==> src/rtl/wbr_access_ctrl.sv <==
// Host-side initiator for an IEEE 1500 wrapper boundary register chain.
// Performs SHIFT, CAPTURE_SHIFT, CAPTURE and RELEASE operations on the WBR
// through WPSI0/WPSO0 and the wse/hold enables. All outputs are registered.
module wbr_access_ctrl #(
  parameter int unsigned WBR_LEN = 7,
  parameter int unsigned CNT_W   = 4
) (
  input  logic               CLK,
  input  logic               reset,
  input  logic               start,
  input  logic [1:0]         op,
  input  logic [WBR_LEN-1:0] wdata,
  output logic [WBR_LEN-1:0] rdata,
  output logic               busy,
  output logic               done,
  output logic               wse_outputs,
  output logic               hold_outputs,
  output logic               WPSI0,
  input  logic               WPSO0
);

  typedef enum logic [1:0] {
    IDLE  = 2'd0,
    CAPT  = 2'd1,
    SHIFT = 2'd2,
    DONE  = 2'd3
  } state_t;

  localparam logic [1:0] OP_SHIFT   = 2'b00;
  localparam logic [1:0] OP_CSHIFT  = 2'b01;
  localparam logic [1:0] OP_CAPTURE = 2'b10;
  localparam logic [1:0] OP_RELEASE = 2'b11;

  localparam logic [CNT_W-1:0] CNT_LAST = CNT_W'(WBR_LEN - 1);
  localparam logic [CNT_W-1:0] CNT_ONE  = CNT_W'(1);

  state_t             state_q, state_d;
  logic [1:0]         op_q, op_d;
  logic [WBR_LEN-1:0] tx_q, tx_d;
  logic [WBR_LEN-1:0] cap_q, cap_d;
  logic [CNT_W-1:0]   cnt_q, cnt_d;
  logic [WBR_LEN-1:0] rdata_d;
  logic               busy_d, done_d, wse_d, hold_d, wpsi_d;

  // State and output registers, synchronous reset
  always_ff @(posedge CLK) begin
    if (reset) begin
      state_q      <= IDLE;
      op_q         <= 2'b00;
      tx_q         <= '0;
      cap_q        <= '0;
      cnt_q        <= '0;
      rdata        <= '0;
      busy         <= 1'b0;
      done         <= 1'b0;
      wse_outputs  <= 1'b0;
      hold_outputs <= 1'b0;
      WPSI0        <= 1'b0;
    end else begin
      state_q      <= state_d;
      op_q         <= op_d;
      tx_q         <= tx_d;
      cap_q        <= cap_d;
      cnt_q        <= cnt_d;
      rdata        <= rdata_d;
      busy         <= busy_d;
      done         <= done_d;
      wse_outputs  <= wse_d;
      hold_outputs <= hold_d;
      WPSI0        <= wpsi_d;
    end
  end

  // Next-state and next-output logic; outputs are computed for the next state
  always_comb begin
    state_d = state_q;
    op_d    = op_q;
    tx_d    = tx_q;
    cap_d   = cap_q;
    cnt_d   = cnt_q;
    rdata_d = rdata;
    busy_d  = busy;
    done_d  = 1'b0;
    wse_d   = 1'b0;
    hold_d  = hold_outputs;
    wpsi_d  = 1'b0;

    unique case (state_q)
      IDLE: begin
        if (start) begin
          op_d   = op;
          tx_d   = wdata;
          busy_d = 1'b1;
          unique case (op)
            OP_SHIFT: begin
              state_d = SHIFT;
              cnt_d   = '0;
              wse_d   = 1'b1;
              hold_d  = 1'b1;
              wpsi_d  = wdata[WBR_LEN-1];
            end
            OP_CSHIFT, OP_CAPTURE: begin
              state_d = CAPT;
              hold_d  = 1'b0;
            end
            OP_RELEASE: begin
              state_d = DONE;
              done_d  = 1'b1;
              hold_d  = 1'b0;
            end
            default: state_d = IDLE;
          endcase
        end
      end

      CAPT: begin
        if (op_q == OP_CSHIFT) begin
          state_d = SHIFT;
          cnt_d   = '0;
          wse_d   = 1'b1;
          hold_d  = 1'b1;
          wpsi_d  = tx_q[WBR_LEN-1];
        end else begin
          state_d = DONE;
          done_d  = 1'b1;
          hold_d  = 1'b1;
        end
      end

      SHIFT: begin
        // This edge shifts the chain: capture WPSO0, advance the transmit word
        cap_d = (cap_q << 1) | {{(WBR_LEN-1){1'b0}}, WPSO0};
        tx_d  = tx_q << 1;
        if (cnt_q == CNT_LAST) begin
          state_d = DONE;
          done_d  = 1'b1;
          hold_d  = 1'b1;
          rdata_d = cap_d;
        end else begin
          cnt_d  = cnt_q + CNT_ONE;
          wse_d  = 1'b1;
          hold_d = 1'b1;
          wpsi_d = tx_q[WBR_LEN-2];
        end
      end

      DONE: begin
        state_d = IDLE;
        busy_d  = 1'b0;
      end

      default: state_d = IDLE;
    endcase
  end

endmodule

==> config.mk <==
export PLATFORM = sky130hd
export DESIGN_NAME = wbr_access_ctrl
export DESIGN_NICKNAME = d
export VERILOG_FILES = /design/src/rtl/wbr_access_ctrl.sv
export SDC_FILE = /design/constraint.sdc
export NUM_CORES = 1
export LEC_CHECK = 0
export CAP_MARGIN = 5
export CORE_MARGIN = 5
export CORE_UTILIZATION = 56
export DETAILED_ROUTE_END_ITERATION = 10
export PLACE_DENSITY = 0.83
export SLEW_MARGIN = 20
export SYNTH_ARGS = -nofsm -noshare
export SYNTH_HDL_FRONTEND = slang
export SYNTH_SLANG_ARGS = --single-unit
==> constraint.sdc <==
create_clock -name CLK -period 4.7 [get_ports CLK]
set_input_delay 0.94 -clock CLK [delete_from_list [all_inputs] [get_ports CLK]]
set_output_delay 0.94 -clock CLK [all_outputs]
set_load 0.02 [all_outputs]
# After elaboration in Yosys (flattened, before gate mapping)
# Index checks and enable logic that the tools add are counted.
# totals
ff_bits	33
output_inout_bits	12
in_bits	13
# classes
add_sub_neg	1
n_eq_ne	13
n_mux	32
n_reduce_logical	16
bitwise_logic	1
# op_table
op	count
$mux W4	4
$mux W1	15
$pmux W7 S2	1
$pmux W4 S3	1
$reduce_and A2 Y1	6
$pmux W1 S3	3
$eq A2 B2 Y1 const B	4
$ne A2 B2 Y1 const B	4
$pmux W2 S4	1
$mux W7	1
$or A7 B1 Y7	1
$eq A2 B1 Y1 const B	3
$pmux W1 S2	3
$pmux W2 S3	1
$reduce_bool A2 Y1	3
$reduce_and A5 Y1	1
$add A4 B1 Y4 const B	1
$eq A4 B3 Y1 const B	1
$logic_not A2 Y1	2
$mux W2	2
$reduce_or A2 Y1	2
$reduce_bool A3 Y1	1
$reduce_or A3 Y1	1
$ne A2 B1 Y1 const B	1

# Logic depth before layout (Yosys ltp)
# logic_depth
word_depth	5
mapped_depth	8
ltp_nobuf	6

# Worst setup path before layout
# OpenSTA, ideal clock, no wires.
# synth_path
path_type	input to register
start	input port op[0]
end	register cnt_q[2]
setup_ns	0.114
stages	6
t_required_ns	4.586
setup_slack_ns	2.555
arrival_time_ns	2.031
cell_sequence	inv_1 > ha_1 > a21boi_1 > a2111oi_4 > o21ai_1 > a21bo_1
# synth_between
elab_chain_cells	3
# synth_lines
element	line	rtl
start: declaration	11	input logic [1:0] op,
$logic_not A2 Y1	94	unique case (op)
$ne A2 B1 Y1 (no line)	-	
$reduce_and A5 Y1 (no line)	-	
end signal: assignment	64	cnt_q <= cnt_d;
end: declaration	41	logic [CNT_W-1:0] cnt_q, cnt_d;
# Every way passes these cells.
# A chain may end at the register's enable or synchronous reset.

# Final worst setup path
# layout_path
start	register state_q[0]
end	register tx_q[1]
# layout_between
elab_chain_cells	3
elab_cells_between_ends	6
# layout_lines
element	line	rtl
start: declaration	37	state_t state_q, state_d;
start signal: assignment	60	state_q <= state_d;
$eq A2 B2 Y1 / $logic_not A2 Y1 (equally long branches)	88	unique case (state_q)
$reduce_bool A2 Y1 (no line) / $ne A2 B2 Y1 (equally long branches)	-	
$reduce_and A2 Y1 (no line)	-	
end signal: assignment	62	tx_q <= tx_d;
end: declaration	39	logic [WBR_LEN-1:0] tx_q, tx_d;
# Parallel ways exist; a longest one is shown, timed or not.

==> results by group <==
Outcome
  – Status: finished clean

Clocking
  – Total CTS buffers: 5
  – Worst-Skew Late Latency: 0.34 ns
  – CTS tree: done
  – Sinks on the clock net: 33
  – Post-cts resize count: 0
  – Post-CTS Setup Repair Bufs: 0
  – Clock-pin slew on the worst setup and hold paths: 0.10 ns
  – Max Root-Sink Buffers: 2
  – H-Tree Depth: 2
  – Hold buffers post-CTS: 0
  – CTS Root Buffer Type: clkbuf_4

Power
  – PD cells: 500 mW/mm²
  – Max IR drop VDD: 389 µV
  – Static Leak: 0.702 nW
  – Final total power: 0.000929 W

Setup path
  – Worst EP required: 4.96 ns
  – Worst Setup End Kind: register
  – Critical path startpoint category: register
  – Worst r2r src: state_q[0]
  – R2r endpoint: tx_q[1]
  – Critical Path AT: 3.02 ns
  – Critical path class: reg -> reg
  – Worst Path Max Fanout: 20
  – R2r worst-path depth: 6
  – R2R Setup Slk: 1.94 ns

Cells and area
  – Layout cells sized above 1: 5.50%
  – Number of fill cells in the layout: 229
  – Finished Layout Cells: 231
  – P&R area growth vs syn: 19.8%
  – # diodes: 0
  – Nets: 222

Routing
  – Routed length on met2: 1.66 mm
  – Via count: 1289
  – DR vias/cell: 5.58
  – Iteration-0 DRC Markers: 81
  – Met1 Wirelength: 1.40 mm
  – Drt total wl: 3.27 mm
  – Routed len/inst: 14.1 µm
  – Remaining antenna violation count: 0
  – First-pass DRT Iterations: 4
  – WL met3: 149 µm
  – Uppermost layer routed: met4
  – DRC: 0

STA
  – Worst-margin pin slew: 1.03 ns
  – Clock Skew: 0.0119 ns
  – Relative slew margins: 31.6%
  – Fmax: 0.363 GHz
  – Hold Fails Final Rpt: 0
  – Min Clock Period, post-route: 2.76 ns
  – RSZ-0062 raised after global routing: no
  – Tcrit/Tclk final: 58.7%
  – Final Max Tran Viols: 0
  – Final TNS setup: 0 ns
  – Final setup vio count: 0

Logic synthesis
  – Synth top area share: 42.6%
  – Syn. warnings: 0
  – Post-synth cell types: 29
  – Syn_nets: 201
  – Top post-synthesis cells by area: dfxtp_1 (43%), mux2i_1 (9.0%), ha_1 (8.1%)
  – Avg Cell Area, Syn: 8.72 µm²
  – Synthesized cell area: 0.00155 mm²
  – Yosys top cell by area: dfxtp_1
  – FF+latch count, synth: 33
  – Register area share after synthesis: 42.6%
  – Mapped Cells: 178

Die
  – Die area: 0.00392 mm²
  – Rows: 19
  – Top Ports: 25
  – Initial core utilization: 57.2%
  – Die height: 62.6 µm
  – Total core area: 0.00271 mm²
  – Die width: 62.6 µm

Global route
  – Vias in the first global route: 1292
  – Total track usage: 17.8%
  – Initial antenna violation count: 0
  – First-pass GRT wire length: 5.68 mm
  – Largest net degree at the start of global routing: 34
  – Grt total ovfl: 0

Worst hold path
  – Worst min path class: reg -> reg
  – Hold Path Stages: 2
  – WHS Endpoint: rdata[6]
  – Hold_sp: cap_q[5]

Flow run
  – Max-capacitance violation count: 0

Placed design
  – GP Congestion: 0.862
  – Placed cells: 223
  – Buffers on Ports: 24
  – Hpwl dp: 2.32 mm
-- layout make-up --
| type | instances | area (µm²) | area share [%] |
|---|---|---|---|
| multi-input combinational | 128 | 812 | 43.7 |
| sequential | 33 | 661 | 35.6 |
| clock inverter | 1 | 30.0 | 1.62 |
| inverter | 7 | 26.3 | 1.41 |
| clock buffer | 7 | 55.1 | 2.96 |
| tap | 31 | 38.8 | 2.09 |
| timing repair buffer | 24 | 235 | 12.7 |
-- worst max path at each step --
stage | startpoint | endpoint | slack [ns] | depth (start not counted)
4_1_cts | state_q[0] | tx_q[1] | 1.94 | 6
2_1_floorplan | op[0] | cnt_q[2] | 2.55 | 6
5_1_grt | state_q[0] | tx_q[1] | 1.63 | 6
3_3_place_gp | op[0] | cnt_q[1] | 1.99 | 7
3_5_place_dp | op[0] | cnt_q[2] | 1.88 | 7
6_report | state_q[0] | tx_q[1] | 1.94 | 6
-- metrics by stage --
| stage | area [µm²] | setup WS [ns] | hold WS (ns) | util (%) |
|---|---|---|---|---|
| final | 1860 | 1.94 | 0.456 | 68.6 |
| after detailed placement | 1780 | 1.88 | 0.446 | 65.6 |
| after CTS | 1860 | 1.94 | 0.460 | 68.7 |
| after global placement | 1780 | 1.99 | 0.446 | 65.6 |
| after floorplan | 1550 | 2.55 | 0.431 | - |
| after global routing | 1860 | 1.63 | 0.490 | 68.6 |
-- placed cells by master, fill, tap and decap left out, drive strengths merged --
cell,instances
dfxtp,33
nor2,24
clkdlybuf4s50,23
nand2,21
a21oi,17
mux2i,14
ha,10
nand3,8
inv,7
a211oi,7
clkbuf,7
o21ai,6
nor2b,3
or2,2
nand2b,2
a21boi,2
a31oi,2
nor4,2
and4b,1
nand3b,1
a2111oi,1
nor4b,1
a21bo,1
a311oi,1
nand4,1
or2b,1
bufinv,1
buf,1
-- cell families after synthesis --
family	Yosys count	synth area share [%]
AO/OA/AOI/OAI	37	15.6
adder cells (fa/ha/maj)	10	8.06
buffers and inverters	17	5.08
flip-flops	33	42.6
multiplexers	14	9.03
AND/OR/NAND/NOR	67	19.7
-- registers in the layout (all words and copies together), names as in the netlist --
| name | flops |
|---|---|
| rdata | 7 |
| tx_q | 7 |
| cap_q | 6 |
| cnt_q | 4 |
| op_q | 2 |
| state_q | 2 |
| WPSI0 | 1 |
| busy | 1 |
| done | 1 |
| hold_outputs | 1 |
| wse_outputs | 1 |
-- cell usage after synthesis, drive strengths merged --
master   instances
nand3            8
and4b            1
nor4             2
nand2           21
ha              10
o21ai            6
clkbuf           5
nand4            1
nand2b           2
a311oi           1
nor2b            3
or2b             1
buf              5
a31oi            2
a2111oi          1
a21boi           2
a21oi           17
inv              7
dfxtp           33
nand3b           1
nor2            24
mux2i           14
nor4b            1
or2              2
a211oi           7
a21bo            1
-- power by group --
group          internal (W)  switching (W)
Clock              0.000127      0.0000953
Combinational      0.000147       0.000201
Sequential         0.000326      0.0000333
-- per-layer routing --
| metal | up-vias | track usage, % |
|---|---|---|
| met2 | 27 | 30.1 |
| li1 | 652 | - |
| met1 | 604 | 19.8 |
| met3 | 6 | 6.12 |
| met4 | 0 | 8.22 |
| met5 | - | 0 |
-- worst max-delay path, cell delays in order (launching register included) --
cell	delay, ns
dfxtp_1	0.37
inv_1	0.10
ha_1	0.84
inv_1	0.33
o21ai_1	0.69
nor2_1	0.09
a211oi_1	0.25
No activity file was read; power rests on OpenSTA's default activity.
